===== config.mk =====
export PLATFORM = sky130hd
export DESIGN_NAME = prime_filter_fifo
export DESIGN_NICKNAME = d
export VERILOG_FILES = /design/src/rtl/prime_filter_fifo.sv
export SDC_FILE = /design/constraint.sdc
export NUM_CORES = 1
export LEC_CHECK = 0
export BUFFER_PORTS_ARGS = -buffer_cell sky130_fd_sc_hd__buf_2
export CAP_MARGIN = 5
export CORE_MARGIN = 2
export CORE_UTILIZATION = 55
export DETAILED_ROUTE_END_ITERATION = 12
export HOLD_SLACK_MARGIN = 0.02
export PLACE_DENSITY = 0.75
export SYNTH_ARGS = -nofsm -noshare
export SYNTH_HDL_FRONTEND = slang
export SYNTH_SLANG_ARGS = --single-unit

===== constraint.sdc =====
create_clock -name clk -period 4.4 [get_ports clk]
set_input_delay 0.22 -clock clk [delete_from_list [all_inputs] [get_ports clk]]
set_output_delay 0.22 -clock clk [all_outputs]
set_load 0.05 [all_outputs]

===== src/rtl/prime_filter_fifo.sv =====
// Prime filter FIFO: queues candidates flagged prime, drops composites,
// and keeps saturating accept statistics.
module prime_filter_fifo #(
  parameter int DATA_W = 32,
  parameter int DEPTH  = 8,
  parameter int CNT_W  = 16
) (
  input  logic                       clk,
  input  logic                       rst_n,
  input  logic                       clear,
  input  logic                       in_valid,
  output logic                       in_ready,
  input  logic [DATA_W-1:0]          in_n,
  input  logic                       in_is_prime,
  output logic                       out_valid,
  input  logic                       out_ready,
  output logic [DATA_W-1:0]          out_n,
  output logic [CNT_W-1:0]           prime_cnt,
  output logic [CNT_W-1:0]           total_cnt,
  output logic [$clog2(DEPTH):0]     count
);

  localparam int AW = $clog2(DEPTH);
  localparam int CW = AW + 1;

  logic [DATA_W-1:0] mem [DEPTH];
  logic [AW-1:0]     wr_ptr;
  logic [AW-1:0]     rd_ptr;
  logic              accept;
  logic              push;
  logic              pop;

  assign in_ready  = count < CW'(DEPTH);
  assign out_valid = count != '0;
  assign out_n     = mem[rd_ptr];

  assign accept = in_valid & in_ready;
  assign push   = accept & in_is_prime;
  assign pop    = out_valid & out_ready;

  // Storage holds whatever it had; only pointers/count define contents.
  always_ff @(posedge clk) begin
    if (push && !clear) begin
      mem[wr_ptr] <= in_n;
    end
  end

  always_ff @(posedge clk or negedge rst_n) begin
    if (!rst_n) begin
      wr_ptr    <= '0;
      rd_ptr    <= '0;
      count     <= '0;
      prime_cnt <= '0;
      total_cnt <= '0;
    end else if (clear) begin
      wr_ptr    <= '0;
      rd_ptr    <= '0;
      count     <= '0;
      prime_cnt <= '0;
      total_cnt <= '0;
    end else begin
      if (push) begin
        wr_ptr <= wr_ptr + AW'(1);
      end
      if (pop) begin
        rd_ptr <= rd_ptr + AW'(1);
      end
      if (push && !pop) begin
        count <= count + CW'(1);
      end else if (pop && !push) begin
        count <= count - CW'(1);
      end
      if (accept && total_cnt != '1) begin
        total_cnt <= total_cnt + CNT_W'(1);
      end
      if (push && prime_cnt != '1) begin
        prime_cnt <= prime_cnt + CNT_W'(1);
      end
    end
  end

endmodule

==> results.md <==
- The power per unit of standard cell area is 527 nW/um2.
- The clock buffer count from CTS is 30.
- The via density per instance is 6.06.
- The count of cells along the worst register-to-register path is 3.
- The final number of max-transition violations is 0.
- The critical path depth in cells is 4.
- Pin placement for this block handled 108 I/O pins.
- The flow ran to the end, and the final reports show no timing, DRC or antenna violations.
- The class of the worst hold path is primary input to register.
- Measured against its own limit, the worst slew margin works out to 0.202.
- Of the cells placed in the final design, the portion with a size suffix greater than 1 is 0.341.
- The TritonCTS clock tree is done.
- The top cell type's share of synthesized area is 0.637.
- Dividing the final minimum period by the clock period gives 0.717.
- The family of cells with the greatest summed delay on the critical path is flip-flops.
- The number of different library cells used by synthesis comes to 49.
- Entering global routing, the biggest net connects 47 pins.
- The final layout contains routed wiring with a total length of 24.5 mm.
- Walking the worst path, the cells encountered are buf_12 > mux4_2 > mux2_2 > buf_2.
- The number of search-and-repair iterations in the first detailed-routing pass is 5.
- The via count of the first global-routing pass is 6718.
- The final hold violation count is 0.
- The number of buffer and inverter stages on the critical path is 2.
- The placer's final routability congestion estimate is 0.798.
- The count of instances resized after the clock tree is built is 0.
- The total negative slack is 0 ps.
- The per-cell routed wire length is 22.3 um.
- The design draws 7.52 mW.
- The count of max-cap constraint violations is 0.
- The maximum clock skew at final layout is 9.30 ps.
- Setup repair after global routing left no endpoint under its margin.
- The type of the worst setup path is register to output port.
- By count the netlist is led by 256 x edfxtp_1, 64 x mux4_2, 42 x dfrtp_1.
- The net count of the finished layout is 840.
- The cell count after synthesis is 645.
- For this run, design rule violations remaining after detail routing come to 0.
- Setup violations remaining at the end of the flow were counted as 0.
- The minimum clock period after layout is 3150 ps.
- The total overflow left after global routing is 0.
- For this block, the initial DRC count from the detailed router was 460.
- The count of nets left with antenna violations once routing finished came out at 0.
- The achievable frequency is 0.317 GHz.
- At the pin with the least slew margin, the transition time is 1190 ps.
- The floorplan step defined a die boundary enclosing 23100 um2.
- The clock edge transition at the registers on the reported setup and hold paths is 60 ps.
- The cell with the most instances after synthesis is edfxtp_1.
- In this run the static leakage power is 4.93 nW.
- The maximum fanout along the worst path is 41.
- By area the synthesized netlist is led by edfxtp_1 64%, mux4_2 12%, dfrtp_1 8.7%.
- The portion of the post-synthesis area used by sequential elements is 0.724.
- The post-synthesis instance area is 12100 um2.
- The biggest cell delay along the critical path is 990 ps.
- From bottom edge to top edge, the die measures 152 um.
- The Yosys warning count is 0.
- The count of H-tree levels built during CTS is 1.
- The synthesized design contains 256 enable-type register cells.
- The data arrival time of the critical path is 2930 ps.
- The number of clock sinks is 298.
- The area growth from synthesis to layout is 18.1%.
- The master of the slowest instance on the critical path is dfrtp_4.
- Once detailed placement completed, the half-perimeter wirelength came to 14.2 mm.
- Counting instances, the worst hold path has a depth of 4.
- The die boundary width is 152 um.
- The mean post-synth cell area is 18.7 um2.
- The number of rows created at floorplan is 54.
- The area of the placeable core is 21700 um2.
- The startpoint type of the worst setup path is a register.
- For this configuration, the core starts out at a cell density of 0.556.
- The prevailing post-synth register cell is edfxtp_1.
- The biggest area contributor in the post-synthesis netlist is edfxtp_1.
- The port buffer count is 107.
- The post-synthesis async set-or-reset flop share is 0.141.
- The slack of the worst reg-to-reg path is 1630 ps.
- After synthesis the netlist holds a flip-flop and latch count of 298.
- The first global-routing pass estimated 38.1 mm of wire.
- The number of vias in the routed layout is 6649.
- The maximum buffer depth of the clock tree is 3.
- The clock latency on the worst-skew pair is 540 ps.
- The number of antenna violations at the first check in global routing came to 1.
- The total nets after synthesis is 690.
- The total routing resource utilization after global routing is 0.211.
- The kind of end point of the critical path is an output port.
- The tree is rooted in a clkbuf_16.
- The required time at the worst-slack endpoint is 4180 ps.
- Across the VDD grid, the largest voltage drop is 272 uV.
## logic make-up after synthesis
group	count (synthesis)	synth area share
DFF	298	0.724
adders and majority gates	7	0.00788
AOI/OAI and AO/OA	52	0.0285
buffers and inverters	41	0.0135
muxes	108	0.160
and+or+nand+nor	133	0.0616
xor gates and xnor gates	6	0.00435
## tightest hold or removal path, cell delays in order
cell and delay (ps):
buf_2 90, nand3_1 120, nand2_1 90, a21oi_1 60
## cell type report
class,instances,area (um2)
Antenna cell,1,2.50
Clock buffer,40,840
Clock inverter,14,116
Fill cell,1424,7430
Inverter,11,41.3
Multi-Input combinational cell,306,3220
Sequential cell,298,8740
Tap cell,280,350
Timing Repair Buffer,148,938
## metal layers
metal	global-route usage	part of all wire	vias up
met5	0	0	-
met4	0.0516	0.018	0
met3	0.0308	0.051	38
met2	0.355	0.50	223
met1	0.296	0.43	3465
li1	-	-	2923
## repair_timing
action	CTS	global route
endpoints found under the setup margin	0	0
buffers inserted	0	0
hold endpoints to repair	298	0
hold buffers	33	0
## sequential cells by signal (all words and copies together) (netlist names)
name / count
count: 4
mem: 256
prime_cnt: 16
rd_ptr: 3
total_cnt: 16
wr_ptr: 3
## power breakdown
| part | switching, mW | total, mW | leakage [nW] | internal (mW) |
|---|---|---|---|---|
| sequential | 0.174 | 3.30 | 2.88 | 3.13 |
| combinational | 1.04 | 1.77 | 1.58 | 0.731 |
| clock | 1.00 | 2.45 | 0.470 | 1.44 |
## path summary, 6_finish.rpt
path / endpoint / from
setup / recovery: out_n[0] / rd_ptr[0]
hold reg to reg: prime_cnt[11] / prime_cnt[11]
setup reg to reg: mem[3][14] / count[3]
max in group asynchronous: rd_ptr[0] / rst_n
min in group asynchronous: prime_cnt[11] / rst_n
hold / removal: wr_ptr[1] / in_is_prime
## placed cells by master, fill, tap and decap left out, types with 7 or more instances in the layout
cell / Yosys / routed
nor2_1: 27 / 21
nand3_1: 14 / 14
edfxtp_1: 256 / 256
nor3_1: 9 / 7
nor4_1: 7 / 7
or3_1: 8 / 8
dlygate4sd3_1: 0 / 33
or4_1: 12 / 12
buf_2: 6 / 107
clkbuf_16: 0 / 31
nand2_1: 17 / 17
a21oi_1: 20 / 20
mux2_2: 40 / 40
o21ai_0: 7 / 7
buf_4: 0 / 7
o31ai_1: 10 / 10
inv_1: 10 / 10
dfrtp_1: 42 / 39
nand4_1: 10 / 10
nor2b_1: 8 / 8
mux4_2: 64 / 64
## metrics by stage
stage	cell area (um2)	utilization	worst slack [ps]	hold slack (ps)	instances
detailed placement	13000	0.598	1590	423	1010
global placement	13000	0.598	1740	404	1010
global route	14300	0.657	1060	147	1098
finish	14300	0.657	1250	99.1	1098
floorplan	12100	-	106	-75.6	645
CTS	14300	0.657	1150	81.4	1097
(Power assumes the default switching activity.)
